[src/rtl/uart_baud_engine.sv]
// Fractional baud-tick generator: shadowed integer+fraction divisor with atomic
// commit, and independent tx/rx tick channels with per-channel enables.

module uart_baud_channel #(
    parameter int DIV_W      = 16,
    parameter int FRAC_W     = 4,
    parameter bit HALF_START = 1'b0
) (
    input  logic              clk,
    input  logic              rst_n,
    input  logic              en,
    input  logic              start,
    input  logic [DIV_W-1:0]  active_div,
    input  logic [FRAC_W-1:0] active_frac,
    output logic              tick
);

    logic [DIV_W:0]  cnt;
    logic [FRAC_W-1:0] acc;
    logic [FRAC_W:0] acc_sum;
    logic [DIV_W:0]  reload_val;
    logic [DIV_W:0]  start_val;

    // The fractional carry stretches one period by a cycle, so the reload can
    // reach div+1; cnt carries one extra bit for that.
    assign acc_sum    = {1'b0, acc} + {1'b0, active_frac};
    assign reload_val = {1'b0, active_div} + {{DIV_W{1'b0}}, acc_sum[FRAC_W]};
    assign start_val  = HALF_START ? {2'b00, active_div[DIV_W-1:1]}
                                   : {1'b0, active_div};

    always_ff @(posedge clk or negedge rst_n) begin
        if (!rst_n) begin
            cnt  <= '0;
            acc  <= '0;
            tick <= 1'b0;
        end else if (!en) begin
            cnt  <= {1'b0, active_div};
            acc  <= '0;
            tick <= 1'b0;
        end else if (start) begin
            cnt  <= start_val;
            acc  <= '0;
            tick <= 1'b0;
        end else if (cnt == '0) begin
            tick <= 1'b1;
            acc  <= acc_sum[FRAC_W-1:0];
            cnt  <= reload_val;
        end else begin
            cnt  <= cnt - (DIV_W+1)'(1);
            tick <= 1'b0;
        end
    end

    // A tick can only follow an enabled, non-restarted cycle whose count was zero.
    a_tick_cause: assert property (@(posedge clk) disable iff (!rst_n)
        tick |-> $past(en && !start && (cnt == '0)));

endmodule

module uart_baud_engine #(
    parameter int          DIV_W      = 16,
    parameter int          FRAC_W     = 4,
    parameter int unsigned RESET_DIV  = 326,
    parameter int unsigned RESET_FRAC = 0
) (
    input  logic       clk,
    input  logic       rst_n,
    input  logic       cfg_we,
    input  logic [1:0] cfg_addr,
    input  logic [7:0] cfg_wdata,
    input  logic       tx_start,
    input  logic       rx_start,
    output logic       tx_tick,
    output logic       rx_tick
);

    localparam logic [DIV_W-1:0]  RST_DIV  = DIV_W'(RESET_DIV);
    localparam logic [FRAC_W-1:0] RST_FRAC = FRAC_W'(RESET_FRAC);

    logic [7:0]        shadow_lo;
    logic [FRAC_W-1:0] shadow_frac;
    logic [DIV_W-1:0]  active_div;
    logic [FRAC_W-1:0] active_frac;
    logic [1:0]        en;

    // cfg_we is a plain write strobe with no back-pressure: every cycle it is
    // high performs exactly one write of cfg_wdata to cfg_addr on that edge.
    always_ff @(posedge clk or negedge rst_n) begin
        if (!rst_n) begin
            shadow_lo   <= RST_DIV[7:0];
            shadow_frac <= RST_FRAC;
            active_div  <= RST_DIV;
            active_frac <= RST_FRAC;
            en          <= 2'b11;
        end else if (cfg_we) begin
            case (cfg_addr)
                2'd0: shadow_lo <= cfg_wdata;
                2'd1: begin
                    // High byte write commits integer and fraction together.
                    active_div  <= {cfg_wdata[DIV_W-9:0], shadow_lo};
                    active_frac <= shadow_frac;
                end
                2'd2: shadow_frac <= cfg_wdata[FRAC_W-1:0];
                default: en <= cfg_wdata[1:0];
            endcase
        end
    end

    uart_baud_channel #(
        .DIV_W      (DIV_W),
        .FRAC_W     (FRAC_W),
        .HALF_START (1'b0)
    ) u_tx (
        .clk         (clk),
        .rst_n       (rst_n),
        .en          (en[0]),
        .start       (tx_start),
        .active_div  (active_div),
        .active_frac (active_frac),
        .tick        (tx_tick)
    );

    uart_baud_channel #(
        .DIV_W      (DIV_W),
        .FRAC_W     (FRAC_W),
        .HALF_START (1'b1)
    ) u_rx (
        .clk         (clk),
        .rst_n       (rst_n),
        .en          (en[1]),
        .start       (rx_start),
        .active_div  (active_div),
        .active_frac (active_frac),
        .tick        (rx_tick)
    );

endmodule

[config.mk]
export PLATFORM = sky130hd
export DESIGN_NAME = uart_baud_engine
export DESIGN_NICKNAME = d
export VERILOG_FILES = /design/src/rtl/uart_baud_engine.sv
export SDC_FILE = /design/constraint.sdc
export NUM_CORES = 1
export LEC_CHECK = 0
export ABC_AREA = 0
export CAP_MARGIN = 20
export CORE_ASPECT_RATIO = 1.4
export CORE_MARGIN = 2
export CORE_UTILIZATION = 57
export CTS_CLUSTER_SIZE = 25
export DETAILED_ROUTE_END_ITERATION = 12
export PLACE_DENSITY = 0.84
export SKIP_CTS_REPAIR_TIMING = 1
export SLEW_MARGIN = 20
export SYNTH_ARGS = -nofsm -noshare
export SYNTH_HDL_FRONTEND = slang
export SYNTH_SLANG_ARGS = --single-unit
[constraint.sdc]
create_clock -name clk -period 4.2 [get_ports clk]
set_input_delay 0.42 -clock clk [delete_from_list [all_inputs] [get_ports clk]]
set_output_delay 0.42 -clock clk [all_outputs]
set_load 0.005 [all_outputs]
==> out/results.env <==
RESULT_OF_THE_RUN='complete, no violations'
MAX_FREQ_MHz=335.8
CTS_MADE_BUFFERS=9
YOSYS_MOST_USED_DFF='dfrtp_1'
SETUP_SLACK_PS=1222
FINAL_LAYOUT_SIZE_SUFFIX_GT1_SHARE_PCT=15.15
PATH_CLK_SLEW_PS=60
DR_TOTAL_VIAS=3813
HPWLAFTERDP_UM=7662
GRT_PASS1_WL_UM=18020
P_LEAK_uW=0.002055
FIN_NETS=523
ROUTED_VIAS_INST=6.387
SYNTH-ASYNC-RESET-RATIO_PCT=100.0
SYNTH.CELLS.MOST_FREQUENT='69 x dfrtp_1, 46 x nand2_1, 34 x mux2_2, 32 x xnor2_1, 30 x nor2_1'
CONGESTION_OVERFLOW_GR=0
SYNTH_LARGEST_AREA_CELL='dfrtp_1'
PLACED_CELLS_INCL_TAPS=579
YS.WARNINGS.COUNT=0
SYNTHTOPCELLSBYAREA='dfrtp_1 36%, mux2_2 8.0%, xnor2_1 5.8%'
SYNTH.TOP_CELL.AREA_SHARE_PCT=35.96
NETLIST-CELL-TYPE-COUNT=54
SYNTH.MOST_COMMON_CELL='dfrtp_1'
MAX-CAP-VIOLATIONS=0
GLOBAL_ROUTE.USAGE.TOTAL_PCT=25.89
WORST_CLOCK_SKEW_PS=9.588
TIMING.SLEW.HEADROOM_PCT=32.02
POWER_DENSITY_nW_PER_UM2=519.4
WORST_IR_DROP_VDD_mV=0.4239
ROOT_BUFFER='clkbuf_16'
NETLIST_INSTANCES=490
PRE_CTS_WS_PS=1266
DIEHEIGHT_UM=112.6
WORST_PIN_SLEW_PS=1017
FINAL_CORE_UTILIZATION_PCT=65.10
DETAILEDROUTE.FIRSTITERATIONVIOLATIONS=342
START_UTIL_PCT=58.93
CLOCK_TREE_FROM_TRITONCTS='yes'
CRITPATHARRIVALTIME_PS=3210
FINALMAXSLEWVIOLATIONS=0
CLOCK_PATH_BUFFERS=2
CLOCK_SINKS=78
CRITICAL_PATH_REQUIRED_PS=4430
PERIOD_MINUS_SLACK_PS=2978
PLACEMENT_ROWS=39
CORE_UM2=8149
WORSTSETUPPATHTYPE='flip-flop to flip-flop'
YOSYS_REGISTER_BITS=78
CRITICAL_PATH.ENDPOINT_TYPE='flip-flop'
TIMING_HOLD_VIOLATIONS_FINAL=0
ANTENNA_VIOLATIONS_BEFORE_REPAIR=0
SYNTH.CELL_AREA_UM2=4802
ANTENNA-DIODE-COUNT=0
GRT_MAX_DEGREE=79
SYNTH_AREA_PER_CELL_UM2=9.800
MAXIMUM_LEVEL_OF_THE_CTS_H_TREE=3
SYNTH_ENABLE_FLOP_CELLS=0
TOTAL_DIE_AREA_UM2=9185
GRT_SETUP_UNREPAIRED='false'
IO_BUFFER_COUNT=16
FIN_CRIT_SH_PCT=70.91
GLOBALPLACE.CONGESTION=0.8788
SYNTH_SEQUENTIAL_AREA_RATIO_PCT=40.88
SYNTH.NET_COUNT=523
TOTAL_DETAILED_ROUTING_WIRELENGTH_UM=10860
FIN_CELLS=597
DRT_DRC_VIOLATIONS_LEFT=0
ROUTEDWLPERCELL_UM=18.20
DIE_WIDTH_UM=81.58
DETAIL_ROUTE.FIRST_PASS.ITERATIONS=6
HOLDPATHSTAGES=1
AREA_GROWTH_SYNTH_TO_FINISH_PCT=10.47
CP-START-KIND='flip-flop'
CLK-INSERTION-DELAY-LATE_PS=350
WORSTPATHMAXFANOUT=5
TOTALNEGATIVESETUPSLACK_PS=0
FF2FF_PATH_DEPTH=13
FINAL_ANTENNA_NET_COUNT=0
HOLDCRITPATHCLASS='flip-flop to flip-flop'
NUMBER_OF_GLOBAL_ROUTE_VIAS_BEFORE_REPAIR=3708
I_O_PINS=17
N_FILL_CELL=599
SETUP-VIOLATIONS-FINAL=0
==> registers in the layout, summed over array words and instances (netlist names) <==
name and flops:
u_rx.cnt 17, u_tx.cnt 17, u_rx.acc 4, shadow_frac 4
active_div 16, u_tx.acc 4, en 2, shadow_lo 8
active_frac 4, u_rx.tick 1, u_tx.tick 1
==> cell families (layout without fill, tap and decap cells) <==
kind of cell | count (synthesis) | in the layout | share of synthesized area [%]
xor gates and xnor gates | 48 | 48 | 8.754
adders and majority gates | 18 | 18 | 5.003
and+or+nand+nor | 181 | 181 | 21.34
DFF | 78 | 78 | 40.88
buffers and inverters | 44 | 49 | 3.882
muxes | 41 | 41 | 9.432
AOI/OAI and AO/OA | 80 | 80 | 10.71
==> report_power, final <==
group          leakage (uW)  switching (uW)  internal (uW)
Combinational      0.000961             338            346
Clock              0.000152             333            469
Sequential         0.000942             322            948
Total               0.00206             993           1760
==> area by class of cell <==
type	count	area, um^2	share of cell area, %
repair buffers	19	202.7	3.821
clock inverters	7	81.33	1.533
flip-flops and latches	78	1963	37.00
multi-input cells	368	2653	50.00
inverters	14	52.55	0.9906
well taps	102	127.6	2.406
clock buffers	9	225.2	4.245
==> through the flow <==
| stage | power, uW | hold WS (ps) | instance area [um^2] |
|---|---|---|---|
| 6_report | 2755 | 508.6 | 5305 |
| 5_1_grt | 2899 | 520.4 | 5305 |
| 4_1_cts | 2744 | 270.5 | 5268 |
| 3_5_place_dp | 1943 | 493.8 | 4961 |
| 3_3_place_gp | 1897 | 485.3 | 4961 |
| 2_1_floorplan | 1733 | 124.4 | 4802 |
==> cells in the final DEF, fill, tap and decap left out, drive strengths merged, types with 16 or more instances in the layout <==
| master | synthesis | routed |
|---|---|---|
| o21ai | 22 | 22 |
| inv | 14 | 17 |
| mux2 | 34 | 34 |
| xnor2 | 32 | 32 |
| xor2 | 16 | 16 |
| nand4 | 16 | 16 |
| ha | 16 | 16 |
| dfrtp | 69 | 69 |
| nand2 | 46 | 46 |
| a21oi | 17 | 17 |
| nor2 | 31 | 31 |
==> metal layers <==
metal | vias up | GRT usage, % | routed length [um]
met1 | 1883 | 31.94 | 4274
met3 | 36 | 5.949 | 537
met2 | 124 | 42.84 | 5657
li1 | 1770 | - | -
met5 | - | 0 | 0
met4 | 0 | 11.33 | 394
==> worst max-delay path: stages, from the launching register on <==
cell	delay (ps)
dfrtp_1	370
ha_1	180
inv_1	60
fa_1	370
nor2b_1	160
o21ai_0	100
nand2b_1	80
ha_1	230
ha_1	240
nand4_1	150
nor4_1	350
xnor2_1	160
nor4_1	60
or3_1	350
==> path summary, 6_finish.rpt <==
kind | startpoint | end | slack (ps)
worst max-delay path | active_frac[0] | u_rx.cnt[14] | 1220
worst min-delay path | shadow_frac[2] | active_frac[2] | 510
worst max register to register | active_frac[0] | u_rx.cnt[14] | 1220
worst min register to register | shadow_frac[2] | active_frac[2] | 510
max in group asynchronous | rst_n | shadow_lo[6] | 3050
min in group asynchronous | rst_n | u_tx.cnt[3] | 520
Power figures use the tool's default switching activity.
